===== config.mk =====
export PLATFORM = sky130hd
export DESIGN_NAME = hazard_ctrl
export DESIGN_NICKNAME = d
export VERILOG_FILES = /design/src/rtl/hazard_ctrl.sv
export SDC_FILE = /design/constraint.sdc
export NUM_CORES = 1
export LEC_CHECK = 0
export ABC_AREA = 1
export BUFFER_PORTS_ARGS = -buffer_cell sky130_fd_sc_hd__buf_2
export CORE_MARGIN = 10
export CORE_UTILIZATION = 45
export DETAILED_ROUTE_END_ITERATION = 10
export PLACE_DENSITY = 0.72
export SYNTH_ARGS = -nofsm -noshare
export SYNTH_HDL_FRONTEND = slang
export SYNTH_SLANG_ARGS = --single-unit

===== constraint.sdc =====
create_clock -name clk -period 4.07 [get_ports clk]
set_input_delay 1.0175 -clock clk [delete_from_list [all_inputs] [get_ports clk]]
set_output_delay 1.0175 -clock clk [all_outputs]
set_load 0.02 [all_outputs]

===== src/rtl/hazard_ctrl.sv =====
// Purpose: pipeline sequencing for the 16-bit MIPS core (load-use bubble, jump/branch squash, halt drain, stall counter).
// Latency: hazard/flush/bubble decisions are combinational in the decode cycle; FSM and counters update on the next edge.
// Backpressure: stalls the front end by dropping pc_en/if_id_en; no valid/ready handshake on this block.
module hazard_ctrl #(
    parameter int JMP_FLUSH = 1,   // FLUSH-state cycles after a decoded jmp (1..3)
    parameter int BR_FLUSH  = 2,   // FLUSH-state cycles after br_taken (1..3)
    parameter int DRAIN     = 4    // DRAIN-state cycles before halt_ack (1..15)
) (
    input  logic        clk,
    input  logic        reset,        // synchronous, active low
    input  logic [31:0] ins,
    input  logic        br_taken,
    input  logic        halt_req,
    output logic        pc_en,
    output logic        if_id_en,
    output logic        bubble,
    output logic        flush,
    output logic        halt_ack,
    output logic [2:0]  state,
    output logic [15:0] stall_cnt
);

    // State encoding is visible on the debug port, so the codes are fixed.
    localparam logic [2:0] S_RUN    = 3'd0;
    localparam logic [2:0] S_FLUSH  = 3'd1;
    localparam logic [2:0] S_DRAIN  = 3'd2;
    localparam logic [2:0] S_HALTED = 3'd3;

    localparam logic [5:0] OP_LD  = 6'b010100;
    localparam logic [5:0] OP_JMP = 6'b011000;

    // Counters are loaded with (cycles - 1) and the FSM leaves when they read zero,
    // so the FLUSH/DRAIN states last exactly the parameterised number of cycles.
    localparam logic [1:0] JMP_LOAD   = 2'(JMP_FLUSH - 1);
    localparam logic [1:0] BR_LOAD    = 2'(BR_FLUSH - 1);
    localparam logic [3:0] DRAIN_LOAD = 4'(DRAIN - 1);

    localparam logic [15:0] CNT_MAX = 16'hFFFF;

    // ------------------------------------------------------------------
    // Decode of the instruction sitting in ID
    // ------------------------------------------------------------------
    logic [5:0] opcode;
    logic [4:0] rd_f;
    logic [4:0] ra_f;
    logic [4:0] rb_f;
    logic       is_ld;
    logic       is_jmp;
    logic       is_cond_j;
    logic       is_consumer;
    logic       unused_ins_bits;

    assign opcode    = ins[31:26];
    assign rd_f      = ins[25:21];
    assign ra_f      = ins[20:16];
    assign rb_f      = ins[15:11];
    assign is_ld     = (opcode == OP_LD);
    assign is_jmp    = (opcode == OP_JMP);
    assign is_cond_j = (opcode[4:2] == 3'b111) && !opcode[5];
    // Jumps carry an address/offset in the A/B fields, so they never read registers.
    assign is_consumer = !(is_jmp || is_cond_j);
    // Immediate/function bits do not take part in sequencing decisions.
    assign unused_ins_bits = ^ins[10:0];

    // ------------------------------------------------------------------
    // EX-stage tracker and hazard detection
    // ------------------------------------------------------------------
    logic       ex_ld_q;
    logic [4:0] ex_rd_q;
    logic       haz;

    // r0 is hard-wired to zero, so a load targeting it never creates a dependency.
    assign haz = ex_ld_q && is_consumer && (ex_rd_q != 5'd0) &&
                 ((ra_f == ex_rd_q) || (rb_f == ex_rd_q));

    // Track whether the instruction leaving ID is a load; anything squashed or
    // bubbled (or decoded outside RUN) never reaches EX, so it must not hazard.
    always_ff @(posedge clk) begin
        if (!reset || bubble || flush || (state != S_RUN)) begin
            ex_ld_q <= 1'b0;
            ex_rd_q <= 5'd0;
        end else begin
            ex_ld_q <= is_ld;
            ex_rd_q <= rd_f;
        end
    end

    // ------------------------------------------------------------------
    // Sequencing FSM
    // ------------------------------------------------------------------
    logic [2:0] state_nxt;
    logic [1:0] fcnt;
    logic [1:0] fcnt_nxt;
    logic [3:0] dcnt;
    logic [3:0] dcnt_nxt;

    // State and counter registers.
    always_ff @(posedge clk) begin
        if (!reset) begin
            state <= S_RUN;
            fcnt  <= 2'd0;
            dcnt  <= 4'd0;
        end else begin
            state <= state_nxt;
            fcnt  <= fcnt_nxt;
            dcnt  <= dcnt_nxt;
        end
    end

    // Next-state selection; only the highest-priority event is honoured
    // (br_taken, then load-use, then jmp, then halt_req).
    always_comb begin
        state_nxt = state;
        fcnt_nxt  = fcnt;
        dcnt_nxt  = dcnt;
        case (state)
            S_RUN: begin
                if (br_taken) begin
                    state_nxt = S_FLUSH;
                    fcnt_nxt  = BR_LOAD;
                end else if (haz) begin
                    state_nxt = S_RUN;
                end else if (is_jmp) begin
                    state_nxt = S_FLUSH;
                    fcnt_nxt  = JMP_LOAD;
                end else if (halt_req) begin
                    state_nxt = S_DRAIN;
                    dcnt_nxt  = DRAIN_LOAD;
                end
            end
            S_FLUSH: begin
                // A second taken branch restarts the squash window.
                if (br_taken) begin
                    fcnt_nxt = BR_LOAD;
                end else if (fcnt == 2'd0) begin
                    state_nxt = S_RUN;
                end else begin
                    fcnt_nxt = fcnt - 2'd1;
                end
            end
            S_DRAIN: begin
                // br_taken is ignored: everything is being bubbled already.
                if (!halt_req) begin
                    state_nxt = S_RUN;
                end else if (dcnt == 4'd0) begin
                    state_nxt = S_HALTED;
                end else begin
                    dcnt_nxt = dcnt - 4'd1;
                end
            end
            S_HALTED: begin
                if (!halt_req) begin
                    state_nxt = S_RUN;
                end
            end
            default: begin
                state_nxt = S_RUN;
            end
        endcase
    end

    // Output decode; reset and illegal codes fall back to a held, bubbling pipe.
    always_comb begin
        pc_en    = 1'b0;
        if_id_en = 1'b0;
        bubble   = 1'b1;
        flush    = 1'b0;
        halt_ack = 1'b0;
        if (reset) begin
            case (state)
                S_RUN: begin
                    if (br_taken) begin
                        // Redirect fetch, squash IF/ID and kill the ID instruction.
                        pc_en    = 1'b1;
                        if_id_en = 1'b1;
                        bubble   = 1'b1;
                        flush    = 1'b1;
                    end else if (haz) begin
                        // Hold PC and IF/ID for one cycle and insert a NOP into EX.
                        pc_en    = 1'b0;
                        if_id_en = 1'b0;
                        bubble   = 1'b1;
                    end else if (is_jmp) begin
                        pc_en    = 1'b1;
                        if_id_en = 1'b1;
                        bubble   = 1'b0;
                        flush    = 1'b1;
                    end else if (halt_req) begin
                        // Fetch stops immediately; the drain starts this cycle.
                        pc_en    = 1'b0;
                        if_id_en = 1'b0;
                        bubble   = 1'b1;
                    end else begin
                        pc_en    = 1'b1;
                        if_id_en = 1'b1;
                        bubble   = 1'b0;
                    end
                end
                S_FLUSH: begin
                    pc_en    = 1'b1;
                    if_id_en = 1'b1;
                    flush    = 1'b1;
                    bubble   = br_taken;
                end
                S_DRAIN: begin
                    pc_en    = 1'b0;
                    if_id_en = 1'b0;
                    bubble   = 1'b1;
                end
                S_HALTED: begin
                    pc_en    = 1'b0;
                    if_id_en = 1'b0;
                    bubble   = 1'b1;
                    halt_ack = 1'b1;
                end
                default: begin
                    pc_en    = 1'b0;
                    if_id_en = 1'b0;
                    bubble   = 1'b1;
                end
            endcase
        end
    end

    // ------------------------------------------------------------------
    // Stall-cycle counter
    // ------------------------------------------------------------------
    // Count cycles with the PC frozen, excluding the parked HALTED state; saturate.
    always_ff @(posedge clk) begin
        if (!reset) begin
            stall_cnt <= 16'd0;
        end else if (!pc_en && (state != S_HALTED) && (stall_cnt != CNT_MAX)) begin
            stall_cnt <= stall_cnt + 16'd1;
        end
    end

endmodule


==> results.md, run 1 <==
* Antenna violations before repair at 0
* Met3 Use GR at 4.920%
* Latest clock arrival within the worst-skew pair at 280 ps
* Pre-antenna DRT Iters at 4
* Wire per inst at 11.76 um
* Crit. End Element: output pin
* Worst R2R Setup Slack at 2090 ps
* Grt ovf at 0
* Vias/cell at 4.815
* Area Overhead vs Synth at 17.89%
* Min-Delay Path Class: reg2reg
* Setup CP Type: in2out
* Reg2Reg Launch Point: stall_cnt[0]$_SDFFE_PN0P_
* Max Slew Vio Count at 0
* Worst-path clk slew at 70 ps
* Number of global-route vias before repair at 1,721
* # nets final at 379
* Root Driver: clkbuf_8
* Final worst slack at 800.7 ps
* Reg-to-Reg End: stall_cnt[11]$_SDFFE_PN0P_
* CTS tree: built
* Num Clock Sinks at 30
* Final clock skew at 5.133 ps
* Via count at 1,878
* DRT Wirelength at 4.585 mm
* Syn_nets at 332
* Met2 Track Usage GR at 19.01%
* Dpl ws at 808.4 ps
* Setup-failing EPs final at 0
* Initial DRC Count at 113
* Sequential element share of the synthesized area at 30.89%
* Detail Placement HPWL at 3.476 mm
* CTS buffer count at 5
* Antenna diodes at 0
* Site Rows at 23
* Largest net degree at the start of global routing at 19
* FILL cells at 435
* Post-CTS setup buffer count at 0
* Synth cell types at 31
* Placeable core region at 4086 um^2
* Final Power at 1.019 mW
* CP Data Arrival Time at 2250 ps
* Die Ht at 85.73 um
* Max-slew headroom at 56.78%
* RePlAce Congestion at 0.8660
* Starting density of the core at 47.58%
* Minimum clock period at 3269 ps
* Ratio of cells with drive above 1 in the final layout at 22.65%
* Clk buf depth at 2
* Max Freq at 0.3059 GHz
* Post-Syn Area at 1944 um^2
* GR peak layer: met2
* CTS-repair resized insts at 0
* Setup TNS at 0 ps
* RSZ-0062 raised after global routing: false
* Run status: completed
* FF-to-FF path depth at 9
* Total power divided by cell area at 444.6 nW/um^2
* Mean Syn Cell Area at 6.659 um^2
* DIE WIDTH at 85.73 um
* Final Hold Vio Count at 0
* Part of the cycle the worst path needs at 80.33%
* Hold depth at 2
* Cell count after synthesis at 292
* Gr usage total at 12.24%
* First-pass GRT wire length at 7.700 mm
* # port buffers at 47
* IO Pins at 60
* LEAKAGE at 1.109 nW
* Tightest Pin Transition at 646.8 ps
* Max-cap violation count at 0
* Hold Startpoint: fcnt[1]$_SDFFE_PN0P_
* Synth warn at 0
* CTS HTree Levels at 2
* Seq cells post-synth at 30
* DRC Markers at 0
* Hold Buf Count CTS at 0
* End-of-flow core utilization at 56.09%
* Crit start category: input pin
* Die ar. at 7350 um^2
* Antenna viol nets, final at 0
* Worst Path Max Fanout at 17
* Hold endpoint: fcnt[1]$_SDFFE_PN0P_
* Worst EP required at 3050 ps
* Peak VDD IR at 0.2755 mV
* Met1 Use GR at 14.88%
[critical path: stages]
cell and delay (ps):
buf_2 90, nor2_1 210, nand3_2 150, nand3_1 100
nor2_1 50, nand2_2 90, nand2_2 60, nand2_2 70
nand2_4 130, inv_1 100, buf_2 160
[power by group]
group	internal, mW	leakage (nW)	switching, mW
Clock	0.136	0.0482	0.112
Combinational	0.135	0.817	0.260
Sequential	0.335	0.244	0.0404
Total	0.606	1.11	0.413
[area by class of cell]
type | count | area [um^2] | area share (%)
multi-input cells | 215 | 1149 | 50.11
flip-flops and latches | 30 | 600.6 | 26.20
repair buffers | 48 | 242.7 | 10.59
inverters | 39 | 146.4 | 6.386
clock buffers | 7 | 86.33 | 3.766
well taps | 50 | 62.56 | 2.729
clock inverters | 1 | 5.005 | 0.2183
[layer usage]
metal	up-vias	share of wire [%]
met3	6	8.2
met5	-	0
met1	804	48
li1	1022	-
met4	0	1.2
met2	46	43
[cells in the final DEF (no fill, tap or decap), types with 6 or more instances in the layout]
cell type  netlist  routed
nand3_1         14      14
xor2_1          10      10
nand2_1         74      74
nor2_1          39      39
xnor2_1          8       8
a21oi_2          9       9
a21oi_1         12      12
nor3_1           7       7
nand4_1         17      17
dfxtp_1         30      30
buf_2            0      47
inv_1           37      37
clkbuf_8         0       6
[sequential cells by signal (all words and copies together) (netlist names)]
| name | cells |
|---|---|
| state | 2 |
| dcnt | 4 |
| fcnt | 2 |
| ex_ld_q | 1 |
| stall_cnt | 16 |
| ex_rd_q | 5 |
[synth_stat cells (all sizes together)]
cell type	count	share of area, %
nand3	16	5.0
nand2	79	16
o21ai	6	1.5
a22oi	1	0.39
a21oi	21	7.1
xnor2	8	3.6
nand4	18	6.6
nor2	42	8.8
a31oi	1	0.32
conb	1	0.19
clkbuf	3	0.58
dfxtp	30	31
buf	5	1.9
nor3	8	2.3
xor2	10	4.5
ha	4	2.6
clkinv	1	0.19
inv	38	7.3
[kinds of logic (layout without fill, tap and decap cells)]
logic type	after synthesis	in the layout	share of synthesized area [%]
AOI/OAI and AO/OA	29	29	9.395
DFF	30	30	30.89
xor gates and xnor gates	18	18	8.108
adders and majority gates	4	4	2.574
other	1	1	0.1929
and+or+nand+nor	163	163	38.80
buffers and inverters	47	95	10.04
[how the worst max path moves through the flow]
stage	startpoint	to	slack [ps]	depth (start not counted)
6_report	ins[31]	pc_en	800	11
5_1_grt	ins[31]	bubble	670	12
4_1_cts	ins[31]	pc_en	790	11
3_5_place_dp	ins[31]	pc_en	810	11
3_3_place_gp	ins[31]	pc_en	840	11
2_1_floorplan	ins[30]	pc_en	830	12
[metrics by stage]
step,hold slack [ps],cells,instance area (um^2)
finish,460.5,390,2292
CTS,464.6,390,2292
detailed placement,455.9,382,2201
global route,484.2,390,2292
global placement,446.5,382,2201
floorplan,432.5,292,1944
Power figures use the tool's default switching activity.
==> run 2: changes to the inputs <==
PLACE_DENSITY = 0.74   (was 0.72)
clock period = 3 ns   (was 4.07 ns; I/O delays follow)
==> run 2 against run 1 <==
Net effect:
- worst setup slack worse by 560 ps
- final cell count unchanged
- global-route usage up 0.78 points
- sequential power up 37%
- first-iteration DRC count down 14%
- highest routed layer unchanged
==> results.md, run 2 (synthesis gave the netlist of run 1 again) <==
* Post-CTS setup buffer count at 0 (unchanged)
* Max-slew headroom at 55.99% (was 56.78%)
* Commonest cells after routing, fill and taps aside: nand2_1, buf_2, nor2_1 (unchanged)
* Clk buf depth at 2 (unchanged)
* Top flop regs: stall_cnt: 16 flops, ex_rd_q: 5 flops, dcnt: 4 flops (unchanged)
* Worst Path Max Fanout at 5 (was 17)
* Cell-internal power at 822.6 uW (was 606.2 uW)
* Num Clock Sinks at 30 (unchanged)
* Switch Pwr at 565.4 uW (was 412.9 uW)
* Detail Placement HPWL at 3.464 mm (was 3.476 mm)
* Peak VDD IR at 0.3527 mV (was 0.2755 mV)
* Min-Delay Path Class: reg2reg (unchanged)
* Initial DRC Count at 97 (was 113)
* Wire per inst at 11.70 um (was 11.76 um)
* Switching share of power at 40.73% (was 40.51%)
* Area Overhead vs Synth at 17.89% (unchanged)
* DRT Wirelength at 4.563 mm (was 4.585 mm)
* Die ar. at 7350 um^2 (unchanged)
* Clock power frac at 24.6% (was 24.4%)
* Final Hold Vio Count at 0 (unchanged)
* # nets final at 379 (unchanged)
* # port buffers at 47 (unchanged)
* Latest clock arrival within the worst-skew pair at 290 ps (was 280 ps)
* Max Slew Vio Count at 0 (unchanged)
* Vias/cell at 4.882 (was 4.815)
* Starting density of the core at 47.58% (unchanged)
* Setup-failing EPs final at 0 (unchanged)
* CTS buffer count at 5 (unchanged)
* Die Ht at 85.73 um (unchanged)
* LEAKAGE at 1.109 nW (unchanged)
* DRC Markers at 0 (unchanged)
* Largest register FFs at 16 (unchanged)
* RSZ-0062 raised after global routing: false (unchanged)
* FILL cells at 412 (was 435)
* CTS HTree Levels at 2 (unchanged)
* Biggest register: stall_cnt (unchanged)
* Crit start category: input pin (unchanged)
* Largest net degree at the start of global routing at 19 (unchanged)
* Max Freq at 0.3630 GHz
* Commonest non-fill, non-tap cell in the layout: nand2_1 (unchanged)
* Final Power at 1.388 mW (was 1.019 mW)
* Run status: completed (unchanged)
* Worst EP required at 2250 ps (was 3050 ps)
* Reg area at 600.6 um^2 (unchanged)
* Number of global-route vias before repair at 1,800 (was 1,721)
* Crit. End Element: output pin (unchanged)
* Setup TNS at 0 ps (unchanged)
* Via count at 1,904 (was 1,878)
* End-of-flow core utilization at 56.09% (unchanged)
* Fin cells at 390 (unchanged)
* Placeable core region at 4086 um^2 (unchanged)
* Setup CP Type: in2out (unchanged)
* CTS-repair resized insts at 0 (unchanged)
* Dpl ws at 280.1 ps (was 808.4 ps)
* Total power divided by cell area at 605.5 nW/um^2 (was 444.6 nW/um^2)
* CTS tree: built (unchanged)
* Site Rows at 23 (unchanged)
* Flop pwr share at 36.9% (was 36.8%)
* Ratio of cells with drive above 1 in the final layout at 22.65% (unchanged)
* Post-DP Area at 2201 um^2 (unchanged)
* Cell area after layout at 2292 um^2 (unchanged)
* Pre-antenna DRT Iters at 4 (unchanged)
* Hold Buf Count CTS at 0 (unchanged)
* Fin Hold WS at 456.0 ps (was 460.5 ps)
* Grt ovf at 0 (unchanged)
* Root Driver: clkbuf_8 (unchanged)
* Final worst slack at 245.5 ps (was 800.7 ps)
* CP Data Arrival Time at 2000 ps (was 2250 ps)
* Final clock skew at 8.624 ps (was 5.133 ps)
* RePlAce Congestion at 0.8477 (was 0.8660)
* Multi-input gate area at 1149 um^2 (unchanged)
* IO Pins at 60 (unchanged)
* First-pass GRT wire length at 8.052 mm (was 7.700 mm)
* Max-cap violation count at 0 (unchanged)
* Placed Cells at 382 (unchanged)
* Antenna viol nets, final at 0 (unchanged)
* Gate power share at 38.6% (was 38.8%)
* Antenna diodes at 0 (unchanged)
* Minimum clock period at 2755 ps
* Part of the cycle the worst path needs at 91.82%
* Antenna violations before repair at 0 (unchanged)
* DIE WIDTH at 85.73 um (unchanged)
* Worst-path clk slew at 60 ps (was 70 ps)
* Gr usage total at 13.02% (was 12.24%)
* Tightest Pin Transition at 658.5 ps (was 646.8 ps)
==> run 2: cell counts in the layout (fill, tap and decap cells not counted) <==
Identical to the previous run, type by type.
==> run 2: final timing paths <==
check                                          startpoint                          to  slack [ps]  depth (start not counted)
worst max-delay path                              ins[31]                      bubble         250                         12
worst min-delay path                 fcnt[1]$_SDFFE_PN0P_        fcnt[1]$_SDFFE_PN0P_         460                          2
worst max register to register  stall_cnt[0]$_SDFFE_PN0P_  stall_cnt[11]$_SDFFE_PN0P_        1040                          9
worst min register to register       fcnt[1]$_SDFFE_PN0P_        fcnt[1]$_SDFFE_PN0P_         460                          2
==> run 2: per-layer routing <==
metal,track usage (%),up-vias,part of all wire [%]
li1,-,1024,-
met1,15.15,832,46
met2,20.98,41,46
met3,4.825,7,6.4
met4,5.389,0,1.6
met5,0,-,0
==> run 2: power groups by stage <==
stage                     logic, mW  clock network (mW)  registers (mW)
after floorplan               0.414                   0           0.529
after global placement        0.533                   0           0.518
after detailed placement      0.540                   0           0.519
after CTS                     0.542               0.352           0.511
after global routing          0.618               0.371           0.522
final                         0.535               0.341           0.512
==> run 2: worst max-delay path: stages <==
cell	delay, ps
buf_2	90
nor2_1	200
nand3_2	150
nand3_1	100
nor2_1	50
nand2_2	100
nand2_2	60
nand2_1	50
nand2_1	50
nor2_1	160
inv_1	70
buf_2	160
==> run 2: layout make-up <==
type	instances	share of cell area (%)
clock buffer	7	3.766
inverter	39	6.386
timing repair buffer	48	10.59
multi-input combinational	215	50.11
tap	50	2.729
sequential	30	26.20
clock inverter	1	0.2183
==> run 3: changes to the inputs <==
CORE_MARGIN = 4   (was 10)
==> run 3 against run 2 <==
Net effect:
- utilization increased by 0.061 points
- sequential share of layout area about the same
- combinational power increased by 3.7%
- critical endpoint unchanged
- clock skew decreased by 4.4 ps
- maximum frequency increased by 3.3%
- critical path depth unchanged
- via count increased by 1.9%
- clock power decreased by 11%
==> results.md, run 3 (synthesis gave the netlist of run 1 again) <==
* Minimum clock period at 2667 ps (was 2755 ps)
* End-of-flow core utilization at 56.15% (was 56.09%)
* Antenna diodes at 0 (unchanged)
* CTS-repair resized insts at 0 (unchanged)
* Latest clock arrival within the worst-skew pair at 280 ps (was 290 ps)
* Final Hold Vio Count at 0 (unchanged)
* DRT Wirelength at 4.435 mm (was 4.563 mm)
* M1 WL at 1.957 mm (was 2.093 mm)
* Largest net degree at the start of global routing at 19 (unchanged)
* RePlAce Congestion at 0.8673 (was 0.8477)
* Peak VDD IR at 0.3377 mV (was 0.3527 mV)
* First-pass GRT wire length at 7.376 mm (was 8.052 mm)
* CP Data Arrival Time at 1920 ps (was 2000 ps)
* Total power divided by cell area at 597.1 nW/um^2 (was 605.5 nW/um^2)
* Commonest cells after routing, fill and taps aside: nand2_1, buf_2, nor2_1 (unchanged)
* Clock power frac at 22.3% (was 24.6%)
* Gr usage total at 17.28% (was 13.02%)
* Flop pwr share at 37.2% (was 36.9%)
* DIE WIDTH at 73.73 um (was 85.73 um)
* Cell Chain, Critical Path: buf_2, nor2_1, nand3_2, nand3_1, nor2_1, nand2_2, nand2_2, nand2_1, nand2_1, nor2_1, inv_1, buf_2 (unchanged)
* DR WL met2 at 2.076 mm (was 2.104 mm)
* Cell mode on critical path: nor2_1 (unchanged)
* Starting density of the core at 47.58% (unchanged)
* Worst EP required at 2250 ps (about the same)
* Max-cap violation count at 0 (unchanged)
* DRC Markers at 0 (unchanged)
* Area Overhead vs Synth at 18.02% (was 17.89%)
* Biggest register: stall_cnt (unchanged)
* Num Clock Sinks at 30 (unchanged)
* Dpl ws at 348.2 ps (was 280.1 ps)
* Hold Buf Count CTS at 0 (unchanged)
* Ratio of cells with drive above 1 in the final layout at 23.17% (was 22.65%)
* Die Ht at 73.73 um (was 85.73 um)
* Crit. End Element: output pin (unchanged)
* Initial DRC Count at 82 (was 97)
* Final clock skew at 4.261 ps (was 8.624 ps)
* CTS buffer count at 5 (unchanged)
* Die ar. at 5436 um^2 (was 7350 um^2)
* Wire per inst at 11.34 um (was 11.70 um)
* Detail Placement HPWL at 3.313 mm (was 3.464 mm)
* Top flop regs: stall_cnt: 16 flops, ex_rd_q: 5 flops, dcnt: 4 flops (unchanged)
* Post-CTS setup buffer count at 0 (unchanged)
* Setup CP Type: in2out (unchanged)
* Largest register FFs at 16 (unchanged)
* Final worst slack at 332.7 ps (was 245.5 ps)
* Root Driver: clkbuf_8 (unchanged)
* Max Used Layer: met4 (unchanged)
* Switch Pwr at 568.0 uW (was 565.4 uW)
* Placeable core region at 4086 um^2 (unchanged)
* Clk buf depth at 2 (unchanged)
* Antenna violations before repair at 0 (unchanged)
* Slowest cell delay on critical path at 190 ps (was 200 ps)
* Min-Delay Path Class: reg2reg (unchanged)
* CP max stage cell: nor2_1 (unchanged)
* Metal3 WL at 306 um (was 291 um)
* Pre-antenna DRT Iters at 4 (unchanged)
* RSZ-0062 raised after global routing: false (unchanged)
* Site Rows at 23 (unchanged)
* # nets final at 381 (was 379)
* Final Power at 1.370 mW (was 1.388 mW)
* LEAKAGE at 1.114 nW (was 1.109 nW)
* Crit start category: input pin (unchanged)
* Grt ovf at 0 (unchanged)
* Fin Hold WS at 460.2 ps (was 456.0 ps)
* Worst Path Buf+Inv at 3 (unchanged)
* Number of global-route vias before repair at 1,704 (was 1,800)
* Cell-internal power at 802.1 uW (was 822.6 uW)
* Max Freq at 0.3749 GHz (was 0.3630 GHz)
* CTS tree: built (unchanged)
* Worst Path Max Fanout at 5 (unchanged)
* Vias/cell at 4.964 (was 4.882)
* Max Slew Vio Count at 0 (unchanged)
* Commonest non-fill, non-tap cell in the layout: nand2_1 (unchanged)
* IO Pins at 60 (unchanged)
* Part of the cycle the worst path needs at 88.91% (was 91.82%)
* Antenna viol nets, final at 0 (unchanged)
* Switching share of power at 41.46% (was 40.73%)
* Gate power share at 40.5% (was 38.6%)
* Run status: completed (unchanged)
* Setup TNS at 0 ps (unchanged)
* Crit-path leading delay family: simple AND/OR/NAND/NOR gates (unchanged)
* Worst-path clk slew at 60 ps (about the same)
* # port buffers at 47 (unchanged)
* CTS HTree Levels at 2 (unchanged)
* Setup-failing EPs final at 0 (unchanged)
* Via count at 1,941 (was 1,904)
## run 3: changes by cell type in the layout (fill, tap and decap cells not counted), sizes merged
cell / previous run / this run
buf: 48 / 50
clkbuf: 7 / 5
clkinv: 2 / 3
## run 3: power groups by stage
| stage | Clock (mW) | Sequential, mW | Combinational [mW] |
|---|---|---|---|
| after global placement | 0 | 0.518 | 0.541 |
| after floorplan | 0 | 0.529 | 0.414 |
| after CTS | 0.317 | 0.510 | 0.557 |
| after detailed placement | 0 | 0.518 | 0.552 |
| after global routing | 0.330 | 0.519 | 0.646 |
| final | 0.305 | 0.510 | 0.555 |
## run 3: through the flow
step           area (um^2)  cells
2_1_floorplan         1944    292
6_report              2295    391
4_1_cts               2295    391
3_3_place_gp          2216    384
5_1_grt               2295    391
3_5_place_dp          2216    384
## run 3: area by class of cell
type	instances	area, um^2
Inverter	39	146.4
Timing Repair Buffer	50	257.7
Tap cell	50	62.56
Sequential cell	30	600.6
Multi-Input combinational cell	215	1149
Fill cell	430	1792
Clock inverter	2	10.01
Clock buffer	5	68.82
## run 3: per-layer routing
metal  vias to the layer above  GRT usage (%)
li1                       1026              -
met5                         -              0
met3                         9          5.882
met4                         0          7.042
met2                        56          27.66
met1                       850          21.06
## run 3: final timing paths
| check | from | to | slack [ps] | cells past startpoint |
|---|---|---|---|---|
| setup reg to reg | stall_cnt[1]$_SDFFE_PN0P_ | stall_cnt[4]$_SDFFE_PN0P_ | 1020 | 9 |
| setup / recovery | ins[31] | bubble | 330 | 12 |
| hold / removal | fcnt[1]$_SDFFE_PN0P_ | fcnt[1]$_SDFFE_PN0P_ | 460 | 2 |
| hold reg to reg | fcnt[1]$_SDFFE_PN0P_ | fcnt[1]$_SDFFE_PN0P_ | 460 | 2 |
## run 3: worst min-delay path, cell delays in order, from the launching register on
cell,delay (ps)
dfxtp_1,300
inv_1,60
a21oi_1,60
